<file path="config.mk">
export PLATFORM = sky130hd
export DESIGN_NAME = lcd_init_sequencer
export DESIGN_NICKNAME = d
export VERILOG_FILES = /design/src/rtl/lcd_init_sequencer.sv
export SDC_FILE = /design/constraint.sdc
export NUM_CORES = 1
export LEC_CHECK = 0
export BUFFER_PORTS_ARGS = -buffer_cell sky130_fd_sc_hd__buf_2
export CELL_PAD_IN_SITES_DETAIL_PLACEMENT = 1
export CELL_PAD_IN_SITES_GLOBAL_PLACEMENT = 1
export CORE_ASPECT_RATIO = 0.5
export CORE_MARGIN = 2
export CORE_UTILIZATION = 47
export CTS_CLUSTER_SIZE = 16
export DETAILED_ROUTE_END_ITERATION = 12
export PLACE_DENSITY = 0.8
export SLEW_MARGIN = 10
export SYNTH_ARGS = -nofsm -noshare
export SYNTH_HDL_FRONTEND = slang
export SYNTH_SLANG_ARGS = --single-unit
</file>
<file path="constraint.sdc">
create_clock -name clk -period 16.6 [get_ports clk]
set_input_delay 1.66 -clock clk [delete_from_list [all_inputs] [get_ports clk]]
set_output_delay 1.66 -clock clk [all_outputs]
set_load 0.03 [all_outputs]
</file>
<file path="src/rtl/lcd_init_sequencer.sv">
// HD44780 8-bit initialisation sequencer: after a power-on delay, plays ten latched
// instruction words onto the LCD bus with setup/E-pulse/hold timing and per-command waits.
module lcd_init_sequencer #(
  parameter int POWERON_CYC    = 1500000,
  parameter int SETUP_CYC      = 10,
  parameter int E_PULSE_CYC    = 50,
  parameter int HOLD_CYC       = 10,
  parameter int WAIT_SHORT_CYC = 4000,
  parameter int WAIT_LONG_CYC  = 164000
) (
  input  logic        clk,
  input  logic        reset,
  input  logic        init,
  input  logic [10:0] instruccion0,
  input  logic [10:0] instruccion1,
  input  logic [10:0] instruccion2,
  input  logic [10:0] instruccion3,
  input  logic [10:0] instruccion4,
  input  logic [10:0] instruccion5,
  input  logic [10:0] instruccion6,
  input  logic [10:0] instruccion7,
  input  logic [10:0] instruccion8,
  input  logic [10:0] instruccion9,
  output logic        DONE,
  output logic [10:0] salida
);

  localparam int MAX_CYC = (POWERON_CYC > WAIT_LONG_CYC) ? POWERON_CYC : WAIT_LONG_CYC;
  localparam int CNT_W   = ($clog2(MAX_CYC + 1) < 21) ? 21 : $clog2(MAX_CYC + 1);

  localparam logic [CNT_W-1:0] PON_LAST   = CNT_W'(POWERON_CYC - 1);
  localparam logic [CNT_W-1:0] SETUP_LAST = CNT_W'(SETUP_CYC - 1);
  localparam logic [CNT_W-1:0] PULSE_LAST = CNT_W'(E_PULSE_CYC - 1);
  localparam logic [CNT_W-1:0] HOLD_LAST  = CNT_W'(HOLD_CYC - 1);
  localparam logic [CNT_W-1:0] SHORT_LAST = CNT_W'(WAIT_SHORT_CYC - 1);
  localparam logic [CNT_W-1:0] LONG_LAST  = CNT_W'(WAIT_LONG_CYC - 1);

  typedef enum logic [2:0] {IDLE, POWERON, SETUP, PULSE, HOLD, WAIT, DONE_ST} state_t;

  state_t            state  = IDLE;
  state_t            state_n;
  logic [CNT_W-1:0]  cnt    = '0;
  logic [CNT_W-1:0]  cnt_n;
  logic [3:0]        step   = '0;
  logic [3:0]        step_n;
  logic              latch;
  logic [10:0]       salida_n;
  logic              done_n;
  logic [10:0]       words [10] = '{default: 11'd0};
  logic [10:0]       cur_w;
  logic [10:0]       nxt_w;
  logic              long_wait;

  assign cur_w = words[step];
  assign nxt_w = words[step_n];

  // Clear and return-home (DB 0x01..0x03 with RS=0) need the long execution time.
  assign long_wait = !cur_w[0] && (cur_w[10:3] >= 8'h01) && (cur_w[10:3] <= 8'h03);

  always_comb begin
    state_n = state;
    cnt_n   = cnt + 1'b1;
    step_n  = step;
    latch   = 1'b0;
    unique case (state)
      IDLE: begin
        cnt_n = '0;
        if (init) begin
          state_n = POWERON;
          step_n  = '0;
          latch   = 1'b1;
        end
      end
      POWERON: if (cnt == PON_LAST)   begin state_n = SETUP; cnt_n = '0; end
      SETUP:   if (cnt == SETUP_LAST) begin state_n = PULSE; cnt_n = '0; end
      PULSE:   if (cnt == PULSE_LAST) begin state_n = HOLD;  cnt_n = '0; end
      HOLD:    if (cnt == HOLD_LAST)  begin state_n = WAIT;  cnt_n = '0; end
      WAIT: begin
        if (cnt == (long_wait ? LONG_LAST : SHORT_LAST)) begin
          cnt_n = '0;
          if (step == 4'd9) begin
            state_n = DONE_ST;
          end else begin
            step_n  = step + 4'd1;
            state_n = SETUP;
          end
        end
      end
      DONE_ST: begin
        cnt_n = '0;
        if (!init) state_n = IDLE;
      end
      default: begin
        state_n = IDLE;
        cnt_n   = '0;
      end
    endcase

    // Bus is registered from the next state so pins change cleanly with the state.
    salida_n = 11'd0;
    done_n   = (state_n == DONE_ST);
    unique case (state_n)
      IDLE, POWERON: salida_n = 11'd0;
      PULSE:         salida_n = nxt_w;
      default:       salida_n = {nxt_w[10:3], 1'b0, nxt_w[1:0]};
    endcase
  end

  always_ff @(posedge clk) begin
    if (reset) begin
      state  <= IDLE;
      cnt    <= '0;
      step   <= '0;
      salida <= 11'd0;
      DONE   <= 1'b0;
    end else begin
      state  <= state_n;
      cnt    <= cnt_n;
      step   <= step_n;
      salida <= salida_n;
      DONE   <= done_n;
    end
  end

  always_ff @(posedge clk) begin
    if (latch && !reset) begin
      words[0] <= instruccion0;
      words[1] <= instruccion1;
      words[2] <= instruccion2;
      words[3] <= instruccion3;
      words[4] <= instruccion4;
      words[5] <= instruccion5;
      words[6] <= instruccion6;
      words[7] <= instruccion7;
      words[8] <= instruccion8;
      words[9] <= instruccion9;
    end
  end

endmodule

</file>
Yosys cells after proc, flatten, opt, wreduce, memory -nomap -nowiden

Memories as Yosys holds them, arrays and structs flattened. A register that Yosys moved wholly into a read port is not among the register bits.
Cells that the tools add are included.

$add $sub $neg: 2
Multiplexer cells: 25
Equality and inequality tests: 14
$lt $le $gt $ge: 2
Reduce and logical (&&, ||, !) cells: 9

Operators with widths:

| cell                                                                                 | number |
|---|---|
| 21-bit 2-to-1 mux                                                                    | 4 |
| 21-bit one-hot mux with 4 select lines                                               | 1 |
| 3-bit 2-to-1 mux                                                                     | 8 |
| 11-bit one-hot mux with 2 select lines                                               | 1 |
| 21-bit by 1-bit adder with 21-bit output (second input constant)                     | 1 |
| 21-bit by 18-bit == test with 1-bit output                                           | 1 |
| 21-bit == test (second input constant)                                               | 1 |
| 21-bit by 4-bit == test with 1-bit output (second input constant)                    | 1 |
| 21-bit by 6-bit == test with 1-bit output (second input constant)                    | 1 |
| 3-bit one-hot mux with 7 select lines                                                | 1 |
| 18-bit 2-to-1 mux                                                                    | 1 |
| 4-bit 2-to-1 mux                                                                     | 4 |
| 3-bit == test (second input constant)                                                | 4 |
| 3-bit by 2-bit == test with 1-bit output (second input constant)                     | 3 |
| 8-bit by 1-bit greater-or-equal comparator with 1-bit output (second input constant) | 1 |
| 8-bit by 2-bit less-or-equal comparator with 1-bit output (second input constant)    | 1 |
| 4-bit one-hot mux with 2 select lines                                                | 1 |
| 3-bit by 1-bit == test with 1-bit output (second input constant)                     | 2 |
| 3-bit logical NOT                                                                    | 2 |
| 4-bit by 1-bit adder with 4-bit output (second input constant)                       | 1 |
| 4-bit == test (second input constant)                                                | 1 |
| 1-bit 2-to-1 mux                                                                     | 4 |
| 2-bit OR reduction                                                                   | 2 |
| 1-bit logical AND                                                                    | 3 |
| 1-bit logical NOT                                                                    | 2 |

Memory bits (writable): 110
Input bits: 113
Register bits: 40
Memories kept: 1

Memory list:

| memory | words | width | read ports | clocked after memory_dff | write ports | line | text |
|---|---|---|---|---|---|---|---|
| words  | 10    | 11    | 2          | 1                        | 10          | 49   | `logic [10:0] words [10] = '{default: 11'd0};` |

Depth between registers and ports, before layout

Gate-level depths: netlist (run 1).

Word-level depth: 10
Depth in mapped cells: 15
Depth with buffers taken out: 11

Least setup slack after synthesis (run 1)

No wires, ideal clock.

Path kind: input port to flip-flop
Start point: in init
End point: mem words[0][0] (enable)
Library setup time: 0.580 ns
Data required time: 16.020 ns
Data arrival time: 6.583 ns
Slack: 9.437 ns
Cell stages on the path: 3
Cell sequence: nor2b_1 nand2_1 nor2_1

RTL lines:

| item        | line | text |
|---|---|---|
| from (decl) | 13   | `input logic init,` |
| to (decl)   | 49   |  |

Worst setup path in the final report (run 1)

Start point: reg step[0]
End point: reg salida[8]

Longest elaborated chain between the ends: 7
Elaborated cells on any way between the ends: 15
Those cells by class: 1 x add/sub; 3 x eq/ne; 8 x mux; 2 x reduce/logical; 1 x memory

RTL lines:

| item                                                            | line | text |
|---|---|---|
| from (decl)                                                     | 44   | `logic [3:0] step = '0;` |
| from (signal assigned)                                          | 119  | `step <= step_n;` |
| branches (longest 6 deep; another with memory read 10 x 11 bit) | -    |  |
| 11-bit one-hot mux with 2 select lines *                        | 102  | `unique case (state_n)` |
| to (signal assigned)                                            | 120  | `salida <= salida_n;` |
| to (decl)                                                       | 25   | `output logic [10:0] salida` |

Every way passes the cells marked *.
A chain may end at the register's enable or synchronous reset.

==> run summary, run 1 <==
The run finished with clean final reports. The logs give 0.220 GHz for the maximum clock frequency and 844 for the number of cells in the finished layout apart from fillers. In this run the critical register-to-register path is launched from step[0]. In this run the worst hold path is classified as flip-flop to flip-flop. The slowest library cell on the worst path is sky130_fd_sc_hd__and2_1. In the final design database the tool counted 772 nets. Setup repair after global routing left no endpoint under its margin. Routability-driven placement finished with a final weighted congestion of 0.812. Detailed routing inserted a total of 5,000 vias. Cell type with the largest total area after synthesis: sky130_fd_sc_hd__edfxtp_1. The areal power density over the cells was 104 nW/um^2. The run gives 4 as the number of H-tree levels. The launching element type of the critical path is a flip-flop. The worst hold path begins at cnt[0]. Via count of the first global-routing pass: 5,282.

Compared with the post-synthesis result, the final layout area differs by 19.9%. Number of buffer and inverter stages on the critical path: 0. The tools report the root cell of the clock tree as sky130_fd_sc_hd__clkbuf_16. STA classifies the critical path endpoint as a flip-flop. By area the synthesized netlist is led by sky130_fd_sc_hd__edfxtp_1, sky130_fd_sc_hd__dfxtp_1, sky130_fd_sc_hd__mux2i_1.

In this run the count of I/O pins placed on the die edge is 125. The tool flagged a number of max-cap violations equal to 0. The tools report the launch point of the worst path as step[0]. The detailed-route wire length per cell came out at 21.4 um. The share of flip-flops with an asynchronous set or reset came out at 0%. Initial standard-cell utilization of the core: 47.9%. TritonCTS built the clock tree. The worst path needs 4.54 ns of the cycle, external delays included. The initial antenna violation count was 0. Cell family contributing the most delay on the critical path: simple AND/OR/NAND/NOR gates. The main flop type after synthesis is sky130_fd_sc_hd__edfxtp_1. The share of the cycle needed by the critical path after routing was 27.4%. Summed over all cells, the static leakage comes to 0.00282 uW. The final layout contains routed wiring with a total length of 18,000 um. A synthesized cell averages 12.1 sq um.

Hold repair after CTS inserted 0 buffers. The worst pin sits at a relative slew slack of 15.1%. Entering global routing, the biggest net connects 65 pins.

The repair_antennas step left the layout with diodes totalling 0. The core region is 13,500 sq um. In this run the tool buffered the top-level ports with 124 buffer cells. Across the routed clock network, the largest skew measured is 0.0161 ns. The critical path goes through nor4b_1 -> o21ai_0 -> nand3_1 -> nand4_1 -> o22a_1 -> and2_4 -> o311ai_0 -> and2_1 -> nand2_1 -> a32oi_1 -> and3_1. The post-detailed-placement half-perimeter wirelength is 12,400 um, and the number of pins exceeding their max-slew limit in the final report is 0. The critical path in this run is classified as flip-flop to flip-flop. The data required time at the worst endpoint was 16.97 ns. In the routed design, unresolved DRC markers number 0. In the final layout, the share of cells above drive strength 1 is 25.9%. The final-layout fill cell count is 1,443.

The arrival time of the worst setup path is 4.91 ns. The highest net fanout along the worst path came out at 31. The delay of the slowest cell on the worst path was 1.05 ns. Number of hold violations in the final report: 0.

The total setup violations reported at the end of the flow came out at 0. In the routed layout, each cell is associated on average with a via count of 5.92. The iteration-0 DRC count of the detailed router was 447; the number of optimization iterations in the first detailed-route pass was 5. The logs give 812 for the total instance count after detailed placement and 2 for the maximum number of buffers from clock root to sink. The worst supply voltage drop on vdd was 70.3 uV; the number of flops mapped to enable cells by yosys was 110. For the pin with the worst max-slew slack, the measured transition is 1.27 ns.

For the count of standard-cell rows, the log shows 30. Once the clock tree was built, the resizer swapped 0 gates to a different size. Of the synthesized area, sequential elements account for 63.4%. From left edge to right edge, the die measures 170 um. After synthesis the cells add up to 6470 sq um. The floorplan step defined a die boundary enclosing 14,800 sq um. The run gives 0 as the total number of yosys warnings. The number of nets handed over by synthesis was 650. The die extent in y is 87.0 um, and the synthesized netlist cell count is 533. At the later pin of the worst-skew pair, clock insertion delay measures 0.44 ns. The number of buffers added for setup after CTS was 0; the area share of the largest cell type after synthesis was 51.0%. The tools report the CTS sink count as 150. The flip-flop and latch count after synthesis works out to 150. Count of nets left with antenna violations after detail routing: 0. The post-route setup TNS is 0 ns. The tools report the number of buffers created by CTS as 17.

The first global-routing pass estimated 28,200 um of wire. The number of unique standard cell types used by synthesis was 58; the global-route total usage across every layer was 25.7%. Summed over all layers, the global routing overflow is 0. Clock-pin slew was measured on the worst setup and hold paths at 0.06 ns.
==> synth_stat cells, drive strengths merged (3+ instances only) <==
cell / count
a31oi: 22
nor3b: 3
dfxtp: 40
nand2: 62
a211o: 3
nor4: 16
and2: 3
xor2: 11
mux2: 3
nand4: 7
nand2b: 3
and3: 12
o211ai: 10
o21ai: 13
ha: 4
a211oi: 4
o311a: 4
nor2: 50
nand3: 24
xnor2: 8
or4: 6
a32oi: 8
edfxtp: 110
mux2i: 25
buf: 15
nor3: 8
a21oi: 8
clkbuf: 10
o311ai: 3
inv: 8
nor4b: 5
==> report_power, final <==
part	leakage, uW	internal (uW)	switching, uW
clock	0.000254	195	159
combinational	0.00123	13.1	16.2
sequential	0.00134	416	6.41
total	0.00282	624	182
==> cells by family after synthesis <==
kind of cell    share of synthesized area (%)
simple gates                             16.6
flops                                    63.4
compound gates                           9.92
buf+inv                                  2.36
mux                                      4.39
xor+xnor                                 2.57
fa+ha+maj                               0.773
==> sequential cells by signal (all words and copies together) (netlist names) <==
| signal | flops |
|---|---|
| cnt | 21 |
| state | 3 |
| DONE | 1 |
| step | 4 |
| salida | 11 |
| words | 110 |
==> through the flow <==
stage	power [uW]	util [%]	area [sq um]	hold WS [ns]	setup WS, ns
4_1_cts	811	57.4	7760	0.488	12.14
6_report	806	57.4	7760	0.473	12.06
5_1_grt	830	57.4	7760	0.502	11.66
3_3_place_gp	457	53.5	7230	0.449	12.24
3_5_place_dp	459	53.5	7230	0.473	12.08
2_1_floorplan	440	-	6470	0.433	9.44
==> worst paths after layout <==
path	to	slack [ns]	cells past startpoint
setup / recovery	salida[8]	12.06	11
hold reg to reg	cnt[0]	0.47	1
hold / removal	cnt[0]	0.47	1
setup reg to reg	salida[8]	12.06	11
==> metal layers <==
| metal | up-vias | wire, um | part of all wire [%] | GRT usage, % |
|---|---|---|---|---|
| li1 | 2277 | - | - | - |
| met1 | 2496 | 7740 | 43 | 32.7 |
| met2 | 186 | 8720 | 48 | 42.8 |
| met3 | 41 | 1180 | 6.6 | 6.86 |
| met4 | 0 | 381 | 2.1 | 9.56 |
| met5 | - | 0 | 0 | 0 |
==> final cells by class <==
type	instances	area [sq um]	area share, %
flip-flops and latches	150	4100	52.9
multi-input cells	350	2220	28.7
repair buffers	128	651	8.39
clock buffers	21	450	5.81
well taps	176	220	2.84
clock inverters	11	77.6	1.00
inverters	8	30.0	0.387
==> layout by cell type, fill, tap and decap left out, drive strengths merged, types with 5 or more instances in the layout <==
| master | Yosys | layout |
|---|---|---|
| dfxtp | 40 | 40 |
| nor4 | 16 | 16 |
| a32oi | 8 | 8 |
| and3 | 12 | 12 |
| edfxtp | 110 | 110 |
| xnor2 | 8 | 8 |
| nor4b | 5 | 5 |
| buf | 15 | 128 |
| o21ai | 13 | 13 |
| nand4 | 7 | 7 |
| mux2i | 25 | 25 |
| o211ai | 10 | 10 |
| nor3 | 8 | 8 |
| a21oi | 8 | 8 |
| a31oi | 22 | 22 |
| nand2 | 62 | 62 |
| inv | 8 | 10 |
| xor2 | 11 | 11 |
| nor2 | 50 | 50 |
| nand3 | 24 | 24 |
| or4 | 6 | 6 |
| clkinv | 0 | 6 |
| clkbuf | 10 | 21 |
Note: power is estimated with default switching activity, not from simulation.
==> run 2: changes to the inputs <==
ABC_AREA = 1   (was default)
CORE_UTILIZATION = 42   (was 47)
PLACE_DENSITY = 0.76   (was 0.8)
clock period = 4.7 ns   (was 16.6 ns; I/O delays follow)
==> run 2 against run 1 <==
Effect of this change:
- critical path depth up 12
- power rose to 4.0 times the previous value
- design area increased by 9.2%
- die area is 21% higher
- critical endpoint is now salida[6]
- largest power group unchanged
==> run summary, run 2 <==
The launching element type of the critical path was a flip-flop. Launch point of the worst path: step[0]. The logs give 21,300 um (+18%) for the overall routed net length and 5 (unchanged) for the number of optimization iterations in the first detailed-route pass.

The standard cell core area was 16,400 sq um (+21%); the post-synthesis cell area was 7020 sq um (+8.4%). Worst supply voltage drop on vdd: 275 uV (+290%). The worst register-to-register path begins at step[0]. The die extent in x works out to 187 um (+9.9%). Initial standard-cell utilization of the core: 42.9% (-5.0 points). CTS placed an instance of sky130_fd_sc_hd__clkbuf_16 at the clock tree root.

The detailed-route wire length per cell was 18.4 um (-14%). The flip-flop and latch area came out at 4100 sq um (unchanged). The post-route setup TNS came out at 0 ns (unchanged). For this run, the leading register cell type out of synthesis is sky130_fd_sc_hd__edfxtp_1. The number of unique standard cell types used by synthesis was 37 (-36%); the source-to-sink clock delay at the later pin of the worst-skew pair was 0.43 ns (about the same). Setup repair after global routing left no endpoint under its margin. The tools report the proportion of power drawn by combinational gates as 8.3% (+4.7 points).

The reg-to-reg endpoint was salida[6]. The number of max-cap violations was 0 (unchanged). Count of input and output buffers: 124 (unchanged). The highest net fanout along the worst path came out at 49 (+58%).

The number of flops mapped to enable cells by yosys is 110 (unchanged). For the proportion of power drawn by flip-flops and latches, the log shows 47.1% (-5.3 points). The cts-stage hold buffer count was 0 (unchanged). The number of cells in the finished layout apart from fillers is 1,156 (+37%).

The final critical delay including setup and external delays was 4.16 ns (-0.381 ns). The worst hold path begins at instruccion2[5]. Most frequent standard cell in the layout excluding fill and tap cells: sky130_fd_sc_hd__nand2_1. The overall die area is 17,800 sq um (+21%), and the number of buffers created by CTS is 17 (unchanged). The die extent in y was 95.4 um (+9.7%).

In the post-synthesis netlist, the cell with the most instances is sky130_fd_sc_hd__nand2_1. The post-detailed-placement half-perimeter wirelength came out at 15,500 um (+26%). The net switching share of the total power is 24.6% (+2.0 points), and the worst slew slack as a fraction of its limit is 49.0% (+34 points).

The area growth from synthesis to layout is 20.8%. For the count of nets left with antenna violations after detail routing, the log shows 0 (unchanged). Cell type with the largest total area after synthesis: sky130_fd_sc_hd__edfxtp_1. The iteration-0 DRC count of the detailed router was 357 (-20%); the routability congestion estimate from global placement was 0.886 (+9.1%).

The via count of the first global-routing pass was 6,134 (+16%); the areal power density over the cells was 377 nW/um^2 (+260%). The utilization after layout is 51.8% (-5.6 points), and the worst setup slack for register-to-register paths is 0.54 ns (-11.52 ns). Path depth of the worst reg2reg path: 23 (+12). The logs give 787 (+48%) for the synthesized netlist cell count and 4.46 ns (-0.45 ns) for the arrival time of the worst setup path.

The fraction of layout cells with a size suffix above 1 came out at 20.0% (-5.9 points). The pin count of the biggest net entering global routing came out at 58 (-11%). The synthesized area per cell is 8.92 sq um (-27%), and the number of pins exceeding their max-slew limit in the final report is 0 (unchanged).

The share of flip-flops with an asynchronous set or reset came out at 0% (unchanged). The antenna diode count was 0 (unchanged). The top cell types in the final layout, fill and taps aside, are sky130_fd_sc_hd__nand2_1, sky130_fd_sc_hd__buf_2, sky130_fd_sc_hd__nand3_1. For the via count, the log shows 5,947 (+19%). The switching power summed over all nets is 784 uW (+330%). Area taken by multi-input logic gates: 2370 sq um (+6.7%). The run gives 0.537 ns (-11.52 ns) as the setup slack of the critical path after layout.

The path class of the tightest hold or removal check is input pin to flip-flop. The number of buffers added for setup after CTS was 0 (unchanged); the flip-flop count of the largest register, all copies and words added was 110 (unchanged). The run gives 904 (+39%) as the synthesized net count. The slew at the pin closest to its max-slew limit is 0.765 ns (-0.509 ns). The total overflow reported by the global router was 0 (unchanged); the flip-flop and latch count after synthesis was 150 (unchanged). The maximum number of buffers from clock root to sink is 2 (unchanged), and the count of standard-cell rows is 33 (+10%). Ranked by flip-flop count, first place goes to words.

The via count normalized by instance count was 5.14 (-13%). The run finished with clean final reports. TritonCTS built the clock tree. In this run the worst setup path terminates at salida[6]. The post-route clock skew was 0.0112 ns (-0.00490 ns). Internal power: 2410 uW (+290%). The logs give 0 (unchanged) for the total number of yosys warnings and 1,960 (+36%) for the final-layout fill cell count. By count the netlist is led by sky130_fd_sc_hd__nand2_1, sky130_fd_sc_hd__nand3_1, sky130_fd_sc_hd__edfxtp_1. The number of H-tree levels came out at 4 (unchanged). The run gives 0 (unchanged) as the number of instances resized during post-cts repair.

The total setup violations reported at the end of the flow came out at 0 (unchanged). After synthesis, the cell types taking the most area are sky130_fd_sc_hd__edfxtp_1, sky130_fd_sc_hd__dfxtp_1, sky130_fd_sc_hd__nand2_1. The largest registers in the layout are words (110), cnt (21), salida (11). The tools report the net count of the finished layout as 1,034 (+34%). The sequential area share after synthesis is 58.5% (-4.9 points), and the area share of the largest cell type after synthesis is 47.1% (-4.0 points). The run gives 0 (unchanged) as the initial antenna violation count. The part of the total power dissipated in the clock network was 44.6% (+0.6 points). The critical path in this run is classified as flip-flop to flip-flop.

The share of the cycle needed by the critical path after routing was 88.6% (+61 points); the total instance count after detailed placement was 1,125 (+39%). The logs give 5.00 ns (-11.97 ns) for the data required time at the worst endpoint and 0.240 GHz (+9.2%) for the maximum clock frequency. CTS sink count: 150 (unchanged).

The first-pass GRT wire length was 33,000 um (+17%); the clock transition at the registers of the reported paths was 0.07 ns (about the same). The run gives 0.699 ns (-11.38 ns) as the minimum setup slack after placement. Count of boundary I/O pins: 125 (unchanged). The worst setup path is captured at a flip-flop.

The global-route total usage across every layer is 24.5% (-1.2 points), and the post-detailed-route DRC marker count is 0 (unchanged). The logs give 0 (unchanged) for the number of hold violations in the final report and 0.00373 uW (+32%) for the reported leakage power.
[run 2: worst min-delay path by stage]
stage	to	slack (ns)	cells after the start
detailed placement	cnt[0]	0.46	1
CTS	words[0][5]	0.19	1
global placement	cnt[0]	0.45	1
finish	words[2][5]	0.21	1
global route	words[0][0]	0.19	1
floorplan	cnt[0]	0.43	1
[run 2: cells by family (layout without fill, tap and decap cells)]
logic type / after synthesis / count (layout) / synth area share, %
adder cells (fa/ha/maj): 4 / 4 / 0.713
XOR/XNOR: 9 / 9 / 1.12
flip-flops: 150 / 150 / 58.5
buffers and inverters: 134 / 276 / 7.88
AND/OR/NAND/NOR: 460 / 460 / 29.4
AO/OA/AOI/OAI: 30 / 30 / 2.35
[run 2: critical path, cell delays in order, from the launching register on]
cell	delay, ns
sky130_fd_sc_hd__dfxtp_1	0.77
sky130_fd_sc_hd__inv_2	0.26
sky130_fd_sc_hd__nor2_1	0.18
sky130_fd_sc_hd__nand3_1	0.11
sky130_fd_sc_hd__nand2_1	0.08
sky130_fd_sc_hd__nand2_1	0.05
sky130_fd_sc_hd__nand2_1	0.06
sky130_fd_sc_hd__inv_1	0.03
sky130_fd_sc_hd__nand2_1	0.06
sky130_fd_sc_hd__nand3_2	0.11
sky130_fd_sc_hd__nand3_1	0.09
sky130_fd_sc_hd__nand2_1	0.09
sky130_fd_sc_hd__nor2_4	0.12
sky130_fd_sc_hd__nand2_2	0.10
sky130_fd_sc_hd__nand2_1	0.09
sky130_fd_sc_hd__nand3_2	0.08
sky130_fd_sc_hd__nand2_4	0.24
sky130_fd_sc_hd__nand2_4	0.37
sky130_fd_sc_hd__inv_4	0.46
sky130_fd_sc_hd__nand2_1	0.11
sky130_fd_sc_hd__nand3_1	0.09
sky130_fd_sc_hd__nand3_1	0.15
sky130_fd_sc_hd__nand2_1	0.18
sky130_fd_sc_hd__a21oi_1	0.09
[run 2: final cells by class]
type / instances / area share [%]
tap: 227 / 3.35
inverter: 112 / 4.99
clock buffer: 18 / 5.06
timing repair buffer: 133 / 8.12
clock inverter: 13 / 2.01
multi-input combinational: 503 / 28.0
sequential: 150 / 48.4
[run 2: power groups by stage]
stage                     sequential (uW)  combinational (uW)  clock (uW)
final                                1500                 266        1420
after global routing                 1510                 295        1500
after CTS                            1500                 266        1460
after detailed placement             1530                 261           0
after global placement               1530                 254           0
after floorplan                      1520                 161           0
[run 2: per-layer routing]
| layer | track usage, % | up-vias | routed length, um |
|---|---|---|---|
| li1 | - | 2853 | - |
| met1 | 32.8 | 2928 | 9970 |
| met2 | 40.9 | 142 | 10100 |
| met3 | 4.64 | 24 | 920 |
| met4 | 7.21 | 0 | 284 |
| met5 | 0 | - | 0 |
[run 2: stage by stage]
stage	power, uW	instance area [sq um]	hold slack [ns]
after floorplan	1680	7030	0.433
after global placement	1780	7870	0.448
after detailed placement	1790	7870	0.462
after CTS	3220	8470	0.194
after global routing	3300	8470	0.192
final	3190	8470	0.213
